`src/rtl/ym3438_pkg.sv`:
```
// ym3438_pkg: shared widths, timer register addresses and 0x27 control bit positions
package ym3438_pkg;
    localparam int TA_W = 10;
    localparam int TB_W = 8;
    localparam int TB_PRE_W = 4;
    localparam logic [7:0] REG_TA_HI = 8'h24;
    localparam logic [7:0] REG_TA_LO = 8'h25;
    localparam logic [7:0] REG_TB = 8'h26;
    localparam logic [7:0] REG_TCTRL = 8'h27;
    localparam int BIT_LOAD_A = 0;
    localparam int BIT_LOAD_B = 1;
    localparam int BIT_EN_A = 2;
    localparam int BIT_EN_B = 3;
    localparam int BIT_RST_A = 4;
    localparam int BIT_RST_B = 5;
endpackage

```
`src/rtl/ym3438_timer_cnt.sv`:
```
// ym3438_timer_cnt: up-counter with load-edge reload, overflow pulse and sticky flag
module ym3438_timer_cnt #(
    parameter int W = 8
) (
    input  logic         clk,
    input  logic         rst,
    input  logic         tick,
    input  logic         step,
    input  logic         load,
    input  logic         en,
    input  logic         clr,
    input  logic [W-1:0] value,
    output logic         flag,
    output logic         ovf
);
    logic [W-1:0] cnt;
    logic load_d, load_edge, ovf_now;
    always_comb begin
        load_edge = tick & load & ~load_d;
        ovf_now = step & load & ~load_edge & (cnt == '1);
    end
    // a set on the same cycle as clr wins so no overflow is lost
    always_ff @(posedge clk) begin
        if (rst) begin
            cnt <= '0;
            load_d <= 1'b0;
            flag <= 1'b0;
            ovf <= 1'b0;
        end else begin
            if (tick) load_d <= load;
            if (load_edge | ovf_now) cnt <= value;
            else if (step & load) cnt <= cnt + W'(1);
            flag <= (ovf_now & en) | (flag & ~clr);
            ovf <= ovf_now;
        end
    end
endmodule

```
`src/rtl/ym3438_timers.sv`:
```
// ym3438_timers: Timer A/B with free-running /16 Timer B prescaler and combined IRQ
module ym3438_timers
    import ym3438_pkg::*;
#(
    parameter int TA_W = ym3438_pkg::TA_W,
    parameter int TB_W = ym3438_pkg::TB_W,
    parameter int TB_PRE_W = ym3438_pkg::TB_PRE_W
) (
    input  logic            MCLK,
    input  logic            IC,
    input  logic            c1,
    input  logic            timer_ed,
    input  logic [TA_W-1:0] ta_value,
    input  logic [TB_W-1:0] tb_value,
    input  logic            load_a,
    input  logic            load_b,
    input  logic            en_a,
    input  logic            en_b,
    input  logic            rst_a,
    input  logic            rst_b,
    output logic            timer_a,
    output logic            timer_b,
    output logic            irq,
    output logic            ta_ovf
);
    logic tick, step_b, unused_tb_ovf;
    logic [TB_PRE_W-1:0] pre;
    always_comb begin
        tick = timer_ed & c1;
        step_b = tick & (pre == '1);
        irq = timer_a | timer_b;
    end
    always_ff @(posedge MCLK) begin
        if (IC) pre <= '0;
        else if (tick) pre <= pre + TB_PRE_W'(1);
    end
    ym3438_timer_cnt #(.W(TA_W)) u_ta (
        .clk(MCLK), .rst(IC), .tick(tick), .step(tick), .load(load_a), .en(en_a),
        .clr(rst_a), .value(ta_value), .flag(timer_a), .ovf(ta_ovf)
    );
    ym3438_timer_cnt #(.W(TB_W)) u_tb (
        .clk(MCLK), .rst(IC), .tick(tick), .step(step_b), .load(load_b), .en(en_b),
        .clr(rst_b), .value(tb_value), .flag(timer_b), .ovf(unused_tb_ovf)
    );
endmodule
```
`config.mk`:
```
export PLATFORM = sky130hd
export DESIGN_NAME = ym3438_timers
export DESIGN_NICKNAME = d
export VERILOG_FILES = /design/src/rtl/ym3438_pkg.sv /design/src/rtl/ym3438_timer_cnt.sv /design/src/rtl/ym3438_timers.sv
export SDC_FILE = /design/constraint.sdc
export NUM_CORES = 1
export LEC_CHECK = 0
export CAP_MARGIN = 30
export CORE_UTILIZATION = 55
export DETAILED_ROUTE_END_ITERATION = 7
export PLACE_DENSITY = 0.85
export SKIP_LAST_GASP = 1
export SLEW_MARGIN = 40
export SYNTH_ARGS = -nofsm -noshare
export SYNTH_HDL_FRONTEND = slang
export SYNTH_SLANG_ARGS = --single-unit
```
`constraint.sdc`:
```
create_clock -name MCLK -period 3.2 [get_ports MCLK]
set_input_delay 0.64 -clock MCLK [delete_from_list [all_inputs] [get_ports MCLK]]
set_output_delay 0.64 -clock MCLK [all_outputs]
set_load 0.005 [all_outputs]
```
Word level (Yosys, flattened, before mapping):

Index checks and enable logic that the tools add are counted.

* reductions and logical operators: 2
* add/sub/neg operators: 3
* bitwise gates (word level): 26
* multiplexer cells: 4
* equal/unequal tests: 3

Operator list (number)
* two-way mux 10 bit: 2
* two-way mux 8 bit: 2
* AND 1 bit: 15
* adder 10 x 1 -> 10 bit, second input constant: 1
* equality test 10 bit, second input constant: 1
* adder 8 x 1 -> 8 bit, second input constant: 1
* equality test 8 bit, second input constant: 1
* NOT 1 bit: 6
* bitwise OR 1 bit: 5
* adder 4 x 1 -> 4 bit, second input constant: 1
* equality test 4 bit, second input constant: 1
* nonzero test 2 bit: 2

* word-level logic and storage cells: 46
* flip-flop bits (word level): 27
* bits of input ports: 28
* output and inout bits: 4

Depth between registers and ports, before layout:

* depth after elaboration: 8
* mapped depth: 5
* gate-level depth less buffers: 5

Cells and area by module:

From an unflattened synthesis, not the netlist that was laid out.

* cells, all modules: 194
* area total of the unflattened synthesis: 1594.0 um^2

Modules (own cells, without submodules)
* ym3438_timer_cnt at u_ta: sequential area each 260.2 um^2, cells an instance 86, times used 1, area each 720.7 um^2
* ym3438_timer_cnt at u_tb: sequential area each 220.2 um^2, cells an instance 86, times used 1, area each 674.4 um^2
* ym3438_timers: sequential area each 80.1 um^2, cells an instance 22, times used 1, area each 198.9 um^2

Worst setup path after synthesis:

OpenSTA, ideal clock, no wires.

* path kind: input to register
* start point: in timer_ed
* end point: reg u_tb.cnt[7]
* data required time: 3.083 ns
* arrival: 1.575 ns
* cell stages on the path: 5
* path buffers: 1
* library setup time: 0.117 ns
* path slack: 1.508 ns
* cell sequence: and2_1 > buf_4 > nand3_2 > or3_1 > a32o_1

* word-level cells in the longest chain between the ends: 8
* elaborated cells between the ends (all ways): 11
* those cells by class: mux (1); bitwise (9); reduce/logical (1)

Ends and longest elaborated chain
* start, declared: line ym3438_timers.sv:12 `input logic timer_ed,`
* AND 1 bit *: line ym3438_timers.sv:29 `tick = timer_ed & c1;`
* AND 1 bit (2 in a row): line ym3438_timer_cnt.sv:19 `load_edge = tick & load & ~load_d;`
* NOT 1 bit: line ym3438_timer_cnt.sv:20 `ovf_now = step & load & ~load_edge & (cnt == '1);`
* AND 1 bit (2 in a row): line ym3438_timer_cnt.sv:20
* bitwise OR 1 bit: line ym3438_timer_cnt.sv:31 `if (load_edge | ovf_now) cnt <= value;`
* two-way mux 8 bit or nonzero test 2 bit (tied branches)
* end signal, assigned: line ym3438_timer_cnt.sv:31
* end signal, assigned: line ym3438_timer_cnt.sv:32 `else if (step & load) cnt <= cnt + W'(1);`
* end, declared: line ym3438_timer_cnt.sv:16 `logic [W-1:0] cnt;`

Mark *: on every way between the ends. The rest lies on a longest branch, timed or not.
A chain may end at the register's enable or synchronous reset.

Final worst setup path:

* start point: in c1
* end point: reg u_tb.cnt[7]

* word-level cells in the longest chain between the ends: 8
* elaborated cells between the ends (all ways): 11
* those cells by class: mux (1); bitwise (9); reduce/logical (1)

Ends and longest elaborated chain
* start, declared: line ym3438_timers.sv:11 `input logic c1,`
* AND 1 bit *: line ym3438_timers.sv:29
* AND 1 bit (2 in a row): line ym3438_timer_cnt.sv:19
* NOT 1 bit: line ym3438_timer_cnt.sv:20
* AND 1 bit (2 in a row): line ym3438_timer_cnt.sv:20
* bitwise OR 1 bit: line ym3438_timer_cnt.sv:31
* two-way mux 8 bit or nonzero test 2 bit (tied branches)

Marks and branches as above.

==> impl_metrics.yaml <==
cts:
  cts_max_path_buffers: 2
  h-tree-depth: 1
  cts_tree: "done"
  cts-buffers-inserted: 3
  clk_pin_slew_worst_paths_ns: 0.14
  post_cts_resized: 0
  post_cts_buffers: 0
  cts_sinks: 27
  clk_latency_ns: 0.31
  cts-hold-fix-buffers: 0
  root_buffer: "clkbuf_4"
pwr:
  peakVddDrop_uv: 266.7
  power_density_nw_per_um2: 310.0
  combPwrFrac_pct: 15.1
  seq_power_share_pct: 61.3
  switching_share_pct: 25.16
  power_frac_clock_pct: 23.6
  p_leak_nw: 0.6250
  total_power_w: 0.0005966
  p_int_w: 0.0004465
  switching_power_w: 0.0001501
synth:
  synth-compound-area-share_pct: 26.33
  synth_xor_area_share_pct: 2.228
  synth-seq-cells: 27
  synthAdderAreaFrac_pct: 2.387
  ys.flop_type: "dfxtp_1"
  yosysWarnings: 0
  yosysTopAreaCell: "dfxtp_1"
  synth_top_area_share_pct: 34.37
  synth_top_family_by_area: "simple AND/OR/NAND/NOR gates"
  avgSynthCellArea_sq_um: 8.107
  synth.area.mux_share_pct: 0
  ys_top_cells_by_count: "dfxtp_1, nand2_1, nor2_1, a21oi_1, o21ai_0"
  async_flop_share_pct: 0
  synth_edf_count: 0
  synth_cells: 194
  seq_area_frac_synth_pct: 34.37
  yosys.area_share.simple_pct: 30.95
  syn_area_sq_um: 1573
  syn_nets: 225
  synthTopCellsByArea: "dfxtp_1, nand2_1, a21oi_1"
  yosysMostFrequentCell: "dfxtp_1"
  synth.distinct_cells: 55
setup_path:
  required_ns: 3.42
  start_kind: "primary input"
  worstSetupEndpointType: "register"
  crit_type: "in2reg"
  arrival_ns: 2.38
  path_max_fanout: 10
timing:
  tightest_slew_ns: 0.5390
  relSlewSlack_pct: 63.73
  fmax_ghz: 0.4621
  fin_worst_skew_ns: 0.007967
  hold_slack_ns: 0.4842
  final.period_utilization_pct: 67.62
  hold_viol_final: 0
  min_period_ns: 2.164
  setup_viol: 0
  slew_viol_final: 0
  timing.setup.tns_ns: 0
  rsz0062_at_grt: "no"
placement:
  place_hpwl_mm: 2.904
  gp_congestion: 0.9642
  place_inst: 249
  io_buffer_count: 31
floorplan:
  die_y_um: 55.48
  placementRows: 19
  coreArea_sq_um: 2734
  die_w_um: 55.48
  start_util_pct: 57.53
  die-area_sq_um: 3077
  pin_count: 32
global_route:
  grt_start_max_net_pins: 24
  grt_use_met1_pct: 29.53
  use_met2_pct: 41.65
  grt.busiest_layer: "met2"
  grt.total_usage_pct: 24.58
  antenna_found_initial: 0
  overflow: 0
  grt_pass1_vias: 1518
  grt_pass1_wl_mm: 6.258
  use_met3_pct: 3.513
cells_and_area:
  nets: 254
  drive_gt1_share_pct: 7.658
  diodes: 0
  seq_area_sq_um: 540.5
  finalNonFillerCells: 253
  multi_input_area_sq_um: 973.4
  syn_to_final_growth_pct: 22.36
  nFillCells: 232
outcome:
  status: "finished, final reports clean"
route:
  drtIter0Drc: 109
  via_per_inst: 6.514
  first_pass_iters: 5
  vias: 1648
  wl_mm: 3.814
  antenna_left: 0
  drc: 0
  wire_per_inst_um: 15.08
flow_run:
  drv_cap: 0
worst_hold_path:
  hold_class: "reg2reg"
## critical path, stage by stage
cell and delay (ns):
clkdlybuf4s50_1 0.56, and2_1 0.38, nand3_2 0.16, or3_1 0.39
a32o_1 0.26
## layout by cell type, fill, tap and decap left out, drive strengths merged, types with 3 or more instances in the layout
cell type / netlist / final
or2: 3 / 3
clkbuf: 5 / 3
nor3: 9 / 9
and2: 5 / 5
inv: 5 / 5
nand4: 8 / 8
o21ai: 11 / 11
a31oi: 4 / 4
nand3: 12 / 12
a21oi: 12 / 12
o211ai: 4 / 4
a21o: 3 / 3
dfxtp: 27 / 27
nand2: 17 / 17
nor2: 13 / 13
or3: 3 / 3
ha: 3 / 3
a311oi: 4 / 4
and3: 4 / 4
o31ai: 4 / 4
nor4: 4 / 4
clkdlybuf4s50: 0 / 31
## cell families (layout without fill, tap and decap cells)
kind of cell	Yosys count	in the layout
XOR/XNOR	4	4
flip-flops	27	27
buffers and inverters	14	42
AO/OA/AOI/OAI	58	58
adder cells (fa/ha/maj)	3	3
AND/OR/NAND/NOR	88	88
## layout make-up
cell class | instances | share of cell area, %
Clock buffer | 3 | 1.170
Clock inverter | 1 | 0.2601
Inverter | 5 | 0.9753
Multi-Input combinational cell | 153 | 50.59
Sequential cell | 27 | 28.09
Tap cell | 31 | 2.016
Timing Repair Buffer | 33 | 16.91
## power by group through the flow
| stage | clock network, W | registers (W) | logic (W) |
|---|---|---|---|
| after floorplan | 0 | 0.000366 | 0.0000483 |
| after global placement | 0 | 0.000371 | 0.0000866 |
| after detailed placement | 0 | 0.000372 | 0.0000895 |
| after CTS | 0.000148 | 0.000365 | 0.0000903 |
| after global routing | 0.000160 | 0.000367 | 0.0000989 |
| final | 0.000141 | 0.000365 | 0.0000903 |
## registers in the layout (all words and copies together), names as in the netlist
signal / cells
u_ta.cnt: 10
u_tb.flag: 1
u_ta.load_d: 1
u_tb.cnt: 8
u_ta.ovf: 1
u_ta.flag: 1
pre: 4
u_tb.load_d: 1
## worst paths after layout
check        cells after the start  slack, ns           to         from
max                              5       1.04  u_tb.cnt[7]           c1
min                              2       0.48  u_tb.load_d  u_tb.load_d
max reg2reg                      5       1.35  u_ta.cnt[1]  u_ta.cnt[0]
min reg2reg                      2       0.48  u_tb.load_d  u_tb.load_d
## per-layer routing
| layer | share of wire (%) | vias up | wire length (um) |
|---|---|---|---|
| met1 | 43 | 762 | 1623 |
| met5 | 0 | - | 0 |
| met4 | 2.7 | 0 | 103 |
| met2 | 50 | 67 | 1912 |
| li1 | - | 804 | - |
| met3 | 4.6 | 15 | 174 |
## through the flow
step           instance area, sq um  setup slack, ns  util [%]
5_1_grt                        1924           0.9400     70.39
2_1_floorplan                  1573            1.508         -
3_3_place_gp                   1897           0.7645     69.38
4_1_cts                        1924            1.036     70.39
3_5_place_dp                   1897           0.6873     69.38
6_report                       1924            1.036     70.39
No activity file was read; power rests on OpenSTA's default activity.
